### src/rtl/alu_seq_if.sv
// Instruction/result handshake bundle for alu_seq.
// The source/sink side uses master; the ALU uses slave.
interface alu_seq_if #(parameter int W = 4);
  logic             in_valid;
  logic             in_ready;
  logic [2*W+2:0]   instruction;
  logic             out_valid;
  logic             out_ready;
  logic [2*W:0]     out;
  logic             err;

  modport master (output in_valid, instruction, out_ready,
                  input  in_ready, out_valid, out, err);
  modport slave  (input  in_valid, instruction, out_ready,
                  output in_ready, out_valid, out, err);
endinterface

### src/rtl/alu_seq.sv
// Sequential ALU: one instruction in flight, IDLE -> EXEC -> DONE, result held until consumed.
// Build option ALU_SEQ_MUL_EN: opcode 010 runs a W-cycle shift-add multiplier instead of a combinational one.
module alu_seq #(
  parameter int W = 4
) (
  input  logic        clk,
  input  logic        rst,
  alu_seq_if.slave    bus
);
  localparam int RW = 2*W + 1;

  localparam logic [1:0] IDLE = 2'd0;
  localparam logic [1:0] EXEC = 2'd1;
  localparam logic [1:0] DONE = 2'd2;

  logic [1:0]    state;
  logic [2:0]    op;
  logic [W-1:0]  a, b;
  logic [RW-1:0] out_r;
  logic          err_r;

  logic [RW-1:0] res;
  logic          res_err;
  logic [W:0]    sum;
  logic [W+1:0]  bias_sum;
  logic [W+7:0]  scaled;

  assign bus.in_ready  = (state == IDLE);
  assign bus.out_valid = (state == DONE);
  assign bus.out       = out_r;
  assign bus.err       = err_r;

  assign sum      = {1'b0, a} + {1'b0, b};
  assign bias_sum = {2'b0, a} + {2'b0, b} + (W+2)'((1 << W) - 1);
  // Quotient is below 2^(W+5), so the narrowing to RW never drops set bits.
  assign scaled   = {bias_sum, 6'b0} / (W+8)'(7);

  always_comb begin
    res     = '0;
    res_err = 1'b0;
    case (op)
      3'b000: res = RW'(sum);
      3'b001: res = (a > b) ? RW'(a - b) : RW'(b - a);
`ifdef ALU_SEQ_MUL_EN
      3'b010: res = '0;
`else
      3'b010: res = RW'({{W{1'b0}}, a} * {{W{1'b0}}, b});
`endif
      3'b011: res = RW'(scaled);
      3'b100: res = RW'({sum, 2'b00});
      default: res_err = 1'b1;
    endcase
  end

`ifdef ALU_SEQ_MUL_EN
  localparam int CW = $clog2(W);

  logic [2*W-1:0] acc, mcand, pp;
  logic [W-1:0]   mplier;
  logic [CW-1:0]  cnt;

  assign pp = acc + (mplier[0] ? mcand : '0);
`endif

  always_ff @(posedge clk) begin
    if (rst) begin
      state  <= IDLE;
      op     <= '0;
      a      <= '0;
      b      <= '0;
      out_r  <= '0;
      err_r  <= 1'b0;
`ifdef ALU_SEQ_MUL_EN
      acc    <= '0;
      mcand  <= '0;
      mplier <= '0;
      cnt    <= '0;
`endif
    end else begin
      case (state)
        IDLE: if (bus.in_valid) begin
          op    <= bus.instruction[2*W+2:2*W];
          a     <= bus.instruction[2*W-1:W];
          b     <= bus.instruction[W-1:0];
          state <= EXEC;
`ifdef ALU_SEQ_MUL_EN
          acc    <= '0;
          mcand  <= {{W{1'b0}}, bus.instruction[2*W-1:W]};
          mplier <= bus.instruction[W-1:0];
          cnt    <= '0;
`endif
        end
        EXEC: begin
`ifdef ALU_SEQ_MUL_EN
          if (op == 3'b010) begin
            // One multiplier bit per cycle, LSB first; the last bit is folded into the result write.
            acc    <= pp;
            mcand  <= mcand << 1;
            mplier <= mplier >> 1;
            cnt    <= cnt + 1'b1;
            if (cnt == CW'(W-1)) begin
              out_r <= RW'(pp);
              err_r <= 1'b0;
              state <= DONE;
            end
          end else begin
            out_r <= res;
            err_r <= res_err;
            state <= DONE;
          end
`else
          out_r <= res;
          err_r <= res_err;
          state <= DONE;
`endif
        end
        DONE: if (bus.out_ready) state <= IDLE;
        default: state <= IDLE;
      endcase
    end
  end
endmodule

### src/flat_wrapper.sv
// flat-port wrapper written by rule: the top's interface ports become plain ports
module alu_seq_flat 
#(
  parameter int W = 4
)
  (clk, rst, bus_in_valid, bus_instruction, bus_out_ready, bus_in_ready, bus_out_valid, bus_out, bus_err);
  alu_seq_if #(.W(W)) bus_i ();
  input  logic clk;
  input  logic rst;
  input wire logic [$bits(bus_i.in_valid)-1:0] bus_in_valid;
  input wire logic [$bits(bus_i.instruction)-1:0] bus_instruction;
  input wire logic [$bits(bus_i.out_ready)-1:0] bus_out_ready;
  output wire logic [$bits(bus_i.in_ready)-1:0] bus_in_ready;
  output wire logic [$bits(bus_i.out_valid)-1:0] bus_out_valid;
  output wire logic [$bits(bus_i.out)-1:0] bus_out;
  output wire logic [$bits(bus_i.err)-1:0] bus_err;
  assign bus_i.in_valid = bus_in_valid;
  assign bus_i.instruction = bus_instruction;
  assign bus_i.out_ready = bus_out_ready;
  assign bus_in_ready = bus_i.in_ready;
  assign bus_out_valid = bus_i.out_valid;
  assign bus_out = bus_i.out;
  assign bus_err = bus_i.err;
  alu_seq #(.W(W)) u_core (.clk(clk), .rst(rst), .bus(bus_i));
endmodule
### config.mk
export PLATFORM = sky130hd
export DESIGN_NAME = alu_seq_flat
export DESIGN_NICKNAME = d
export VERILOG_FILES = /design/src/rtl/alu_seq_if.sv /design/src/rtl/alu_seq.sv /design/src/flat_wrapper.sv
export SDC_FILE = /design/constraint.sdc
export NUM_CORES = 1
export LEC_CHECK = 0
export CAP_MARGIN = 15
export CORE_MARGIN = 4
export CORE_UTILIZATION = 61
export DETAILED_ROUTE_END_ITERATION = 6
export PLACE_DENSITY = 0.83
export SLEW_MARGIN = 20
export SYNTH_ARGS = -nofsm -noshare
export SYNTH_HDL_FRONTEND = slang
export SYNTH_SLANG_ARGS = --single-unit
### constraint.sdc
create_clock -name clk -period 8.8 [get_ports clk]
set_input_delay 0.88 -clock clk [delete_from_list [all_inputs] [get_ports clk]]
set_output_delay 0.88 -clock clk [all_outputs]
set_load 0.05 [all_outputs]
# Word-level counts from Yosys, hierarchy flattened
# Cells that the tools add are included.
# word_totals
regBits,23
in_bits,15
out_inout_bits,12
elab_cells,33
# classes
add_sub_neg,5
n_mul,1
n_div,1
n_lt_le_gt_ge,1
n_eq_ne,8
mux,6
reduce_logical,5
# op_table
op,count
9-bit case mux with 5 select lines,1
"12-bit by 3-bit divider with 12-bit output, second input constant",1
4-bit by 4-bit adder with 5-bit output,2
4-bit by 4-bit subtractor with 5-bit output,2
9-bit two-way mux,1
4-bit by 4-bit multiplier with 8-bit output,1
"6-bit by 4-bit adder with 6-bit output, second input constant",1
"3-bit by 2-bit == test with 1-bit output, second input constant",2
2-bit case mux with 3 select lines,1
5-bit OR reduction,1
4-bit greater-than comparator,1
2-bit two-way mux,2
"2-bit != test, second input constant",2
2-bit AND reduction,2
"3-bit by 1-bit == test with 1-bit output, second input constant",1
"3-bit == test, second input constant",1
3-bit logical NOT,1
"2-bit by 1-bit == test with 1-bit output, second input constant",1
"2-bit == test, second input constant",1
2-bit logical NOT,1
1-bit two-way mux,1

# Longest topological paths before layout
# logic_depth
ltp_word,4
depth_mapped,38
depth_no_buf,35

# Least setup slack after synthesis
# OpenSTA, ideal clock, no wires.
# synth_path
kind,reg-to-reg
startpoint,reg u_core.b[1]
endpoint,reg u_core.out_r[0] (netlist: u_core.bus.out[0])
setup_time_ns,0.136
arrival_ns,7.047
required_ns,8.664
setup_slack_ns,1.617
stages_incl_launch_ff,32
path_buffers,2
period_less_slack_ns,7.183
path_cell_list,dfxtp_1 -> inv_1 -> fa_1 -> ha_1 -> clkbuf_1 -> xor3_1 -> nand2_1 -> o311ai_1 -> a31o_2 -> nor2_2 -> o21ai_0 -> a21oi_1 -> ha_1 -> inv_1 -> or4_1 -> o32ai_2 -> o21ai_2 -> and3_4 -> buf_6 -> or2b_1 -> ha_1 -> inv_1 -> xnor2_1 -> o41ai_4 -> nand2_1 -> nand2_1 -> ha_1 -> nand2_1 -> xor2_1 -> a221oi_1 -> nor4b_1 -> o221ai_1
# synth_via
elab_chain_len,4
word_cells_on_any_way,6
cone_classes,add/sub: 2; div: 1; order compare: 1; mux: 2
# synth_rtl
element,line_no,source
from (decl),alu_seq.sv:18,"logic [W-1:0] a, b;"
from (signal assigned),alu_seq.sv:84,b <= bus.instruction[W-1:0];
4-bit by 4-bit adder with 5-bit output,alu_seq.sv:34,"assign bias_sum = {2'b0, a} + {2'b0, b} + (W+2)'((1 << W) - 1);"
6-bit by 4-bit adder with 6-bit output,alu_seq.sv:34,
12-bit by 3-bit divider with 12-bit output,alu_seq.sv:36,"assign scaled = {bias_sum, 6'b0} / (W+8)'(7);"
9-bit case mux with 5 select lines *,alu_seq.sv:41,case (op)
to (signal assigned),alu_seq.sv:112,out_r <= res;
to (decl),alu_seq.sv:19,logic [RW-1:0] out_r;
# Every way passes the cells marked *; elsewhere a longest branch is shown, timed or not.
# A chain may end at the register's enable or synchronous reset.

# Worst setup path in the final report
# layout_path
startpoint,reg u_core.b[0]
endpoint,reg u_core.out_r[0] (netlist: u_core.bus.out[0])
# layout_via
elab_chain_len,4
word_cells_on_any_way,10
cone_classes,add/sub: 5; mul: 1; div: 1; order compare: 1; mux: 2
# layout_rtl
element,line_no
4-bit by 4-bit adder with 5-bit output,"alu_seq.sv:33, alu_seq.sv:34"
6-bit by 4-bit adder with 6-bit output,alu_seq.sv:34
12-bit by 3-bit divider with 12-bit output,alu_seq.sv:36
9-bit case mux with 5 select lines *,alu_seq.sv:41
# Marks and branches as above.

==> results.yml <==
synthesis:
  synth_top_flop_cell: "dfxtp_1"
  synth_common_cells: "57 x nand2_1, 46 x a21oi_1, 39 x nor2_1"
  synth_top_area_share_pct: 12.7
  synth.largest_area_cell: "dfxtp_1"
  yosysWarnings: 0
  ys_ff_latch: 23
  syn_inst: 477
  synth_cell_types: 84
  syn_nets: 533
  avgSynthCellArea_um2: 7.58
  synthesis.area_um2: 3610
  synthArstFlopShare_pct: 0
  synth_most_common_cell: "nand2_1"
  synth_edf_count: 0
  synth_area_leaders: "dfxtp_1 13%, ha_1 12%, a21oi_1 6.4%"
  ys_seq_area_share_pct: 12.7
status:
  status: "finished clean"
drt:
  wire_per_inst_um: 16.0
  num_vias: 3539
  viasPerCell: 6.38
  wirelength_mm: 8.90
  drc_errors: 0
  first_iter_violations: 252
  ant_nets: 0
  drt_first_pass_iters: 5
floorplanning:
  die_h_um: 85.0
  rows: 27
  design.core.area_um2: 5640
  die_area_um2: 7220
  fp.dieW_um: 85.0
  start_util_pct: 64.1
  num_io_pins: 27
power:
  ir_drop_mv: 0.822
  pwr-share-clk_pct: 4.4
  combinationalPowerShare_pct: 87.3
  p_leak_nw: 1.53
  intPower_mw: 0.623
  powerDensity_nw_per_um2: 374
  p_switching_mw: 0.821
  p_sw_share_pct: 56.9
  pwr-share-seq_pct: 8.3
  power.total_mw: 1.44
timing:
  slew_headroom_pct: 45.4
  finalCriticalPeriod_ns: 8.13
  skew_ns: 0.00507
  fin_crit_sh_pct: 92.4
  setup_slack_ns: 0.667
  hold_violations: 0
  rsz0062_at_grt: "false"
  fmax_mhz: 123
  timing.setup.tns_ns: 0
  setup_violations: 0
  slew_viol_final: 0
  worst-slew-pin-transition_ns: 0.817
clocking:
  root_buffer: "clkbuf_8"
  cts_setup_buffers: 0
  ctsHoldBuffers: 0
  cts_htree_levels: 1
  cts_buffer_depth: 2
  clk_pin_slew_ns: 0.08
  ctsResizeCount: 0
  clock-sinks: 23
  cts_tree: "yes"
  cts_buffers: 3
  clock_latency_ns: 0.26
place:
  placed_area_um2: 3810
  io_buffers: 26
  dp_hpwl_mm: 6.85
  dpl.cell_count: 551
  gp_congestion: 0.905
  detailedPlace.worstSlack_ns: 0.539
cells_and_area:
  multiInputGateArea_um2: 2860
  instances_no_fill: 555
  layout-drive-gt1-share_pct: 8.90
  final_nets: 540
  fillers: 500
  register_area_um2: 460
  postLayoutCellArea_um2: 3860
  antenna_cells: 0
  area_growth_pct: 6.78
worst_setup_path:
  slowest_stage: "fa_1"
  path_max_fanout: 11
  start_kind: "register"
  crit_path_frequent_cell: "ha_1"
  cp_data_required_time_ns: 8.91
  arrival_ns: 8.25
  cp-end-kind: "register"
  reg2reg_slack_ns: 0.67
  crit_type: "register to register"
  cpPeakStageDelay_ns: 0.68
grt:
  grt_pass1_vias: 3286
  grt_pass1_wl_mm: 15.3
  grt.overflow.total: 0
  grt_usage_pct: 24.6
  grt_start_max_net_pins: 25
  antenna_found_initial: 0
job:
  cap_viol_max_count: 0
worst_hold_path:
  hp-class: "register to register"
[cell usage in the layout, fill, tap and decap left out, types with 8 or more instances in the layout]
cell type        synthesis  routed
dfxtp_1                 23      23
ha_1                    34      32
clkdlybuf4s50_1          0      26
nor2b_1                  8       8
a21oi_1                 46      45
inv_1                   33      33
nor2_1                  39      39
o21ai_0                 16      16
nand2_1                 57      57
xnor2_1                  9       9
nand3_1                  9       9
nand2b_1                 8       8
nor3_1                  14      14
[final timing paths]
| path | from | to | cells after the start |
|---|---|---|---|
| min reg2reg | u_core.bus.out[6]$_SDFFE_PP0N_ | u_core.bus.out[6]$_SDFFE_PP0N_ | 2 |
| max reg2reg | u_core.b[0]$_SDFFE_PP0P_ | u_core.bus.out[0]$_SDFFE_PP0N_ | 30 |
| max | u_core.b[0]$_SDFFE_PP0P_ | u_core.bus.out[0]$_SDFFE_PP0N_ | 30 |
| min | u_core.bus.out[6]$_SDFFE_PP0N_ | u_core.bus.out[6]$_SDFFE_PP0N_ | 2 |
[critical path, delay by kind of cell (launching register included)]
kind / cells / cell delay, ns
XOR/XNOR: 2 / 0.36
buffers and inverters: 3 / 0.34
flip-flops: 1 / 0.42
adder cells (fa/ha/maj): 6 / 1.96
AO/OA/AOI/OAI: 9 / 1.82
AND/OR/NAND/NOR: 10 / 3.06
[flip-flops by register name (all words and copies together) (netlist names)]
| signal | count |
|---|---|
| u_core.b | 4 |
| u_core.a | 4 |
| u_core.bus.out | 9 |
| u_core.op | 3 |
| u_core.bus.err | 1 |
| u_core.state | 2 |
[cell families (layout without fill, tap and decap cells)]
kind of cell	Yosys count	after routing	synth area share (%)
xor gates and xnor gates	19	19	6.23
AOI/OAI and AO/OA	145	145	29.3
muxes	5	5	1.77
adders and majority gates	41	41	15.6
buffers and inverters	61	67	8.48
DFF	23	23	12.7
and+or+nand+nor	183	183	25.8
[power by group through the flow]
stage / sequential, mW / clock [mW] / combinational (mW)
2_1_floorplan: 0.123 / 0 / 1.03
3_3_place_gp: 0.121 / 0 / 1.20
3_5_place_dp: 0.121 / 0 / 1.22
4_1_cts: 0.119 / 0.0639 / 1.23
5_1_grt: 0.121 / 0.0680 / 1.38
6_report: 0.119 / 0.0635 / 1.26
[cell type report]
| cell class | count | area share, % |
|---|---|---|
| multi-input combinational | 393 | 74.0 |
| timing repair buffer | 27 | 6.94 |
| inverter | 36 | 3.63 |
| sequential | 23 | 11.9 |
| tap | 72 | 2.33 |
| clock buffer | 4 | 1.17 |
[per-layer routing]
layer	share of wire [%]	wire [um]	GRT usage (%)
met5	0	0	0
met4	0.47	42	4.75
met3	7.4	654	2.72
met2	44	3940	39.7
met1	48	4250	35.6
[metrics by stage]
step | util (%) | hold WS (ns)
after floorplan | - | 0.481
after global placement | 67.5 | 0.447
after detailed placement | 67.5 | 0.450
after CTS | 68.3 | 0.489
after global routing | 68.4 | 0.498
final | 68.4 | 0.490
Power figures use the tool's default switching activity.
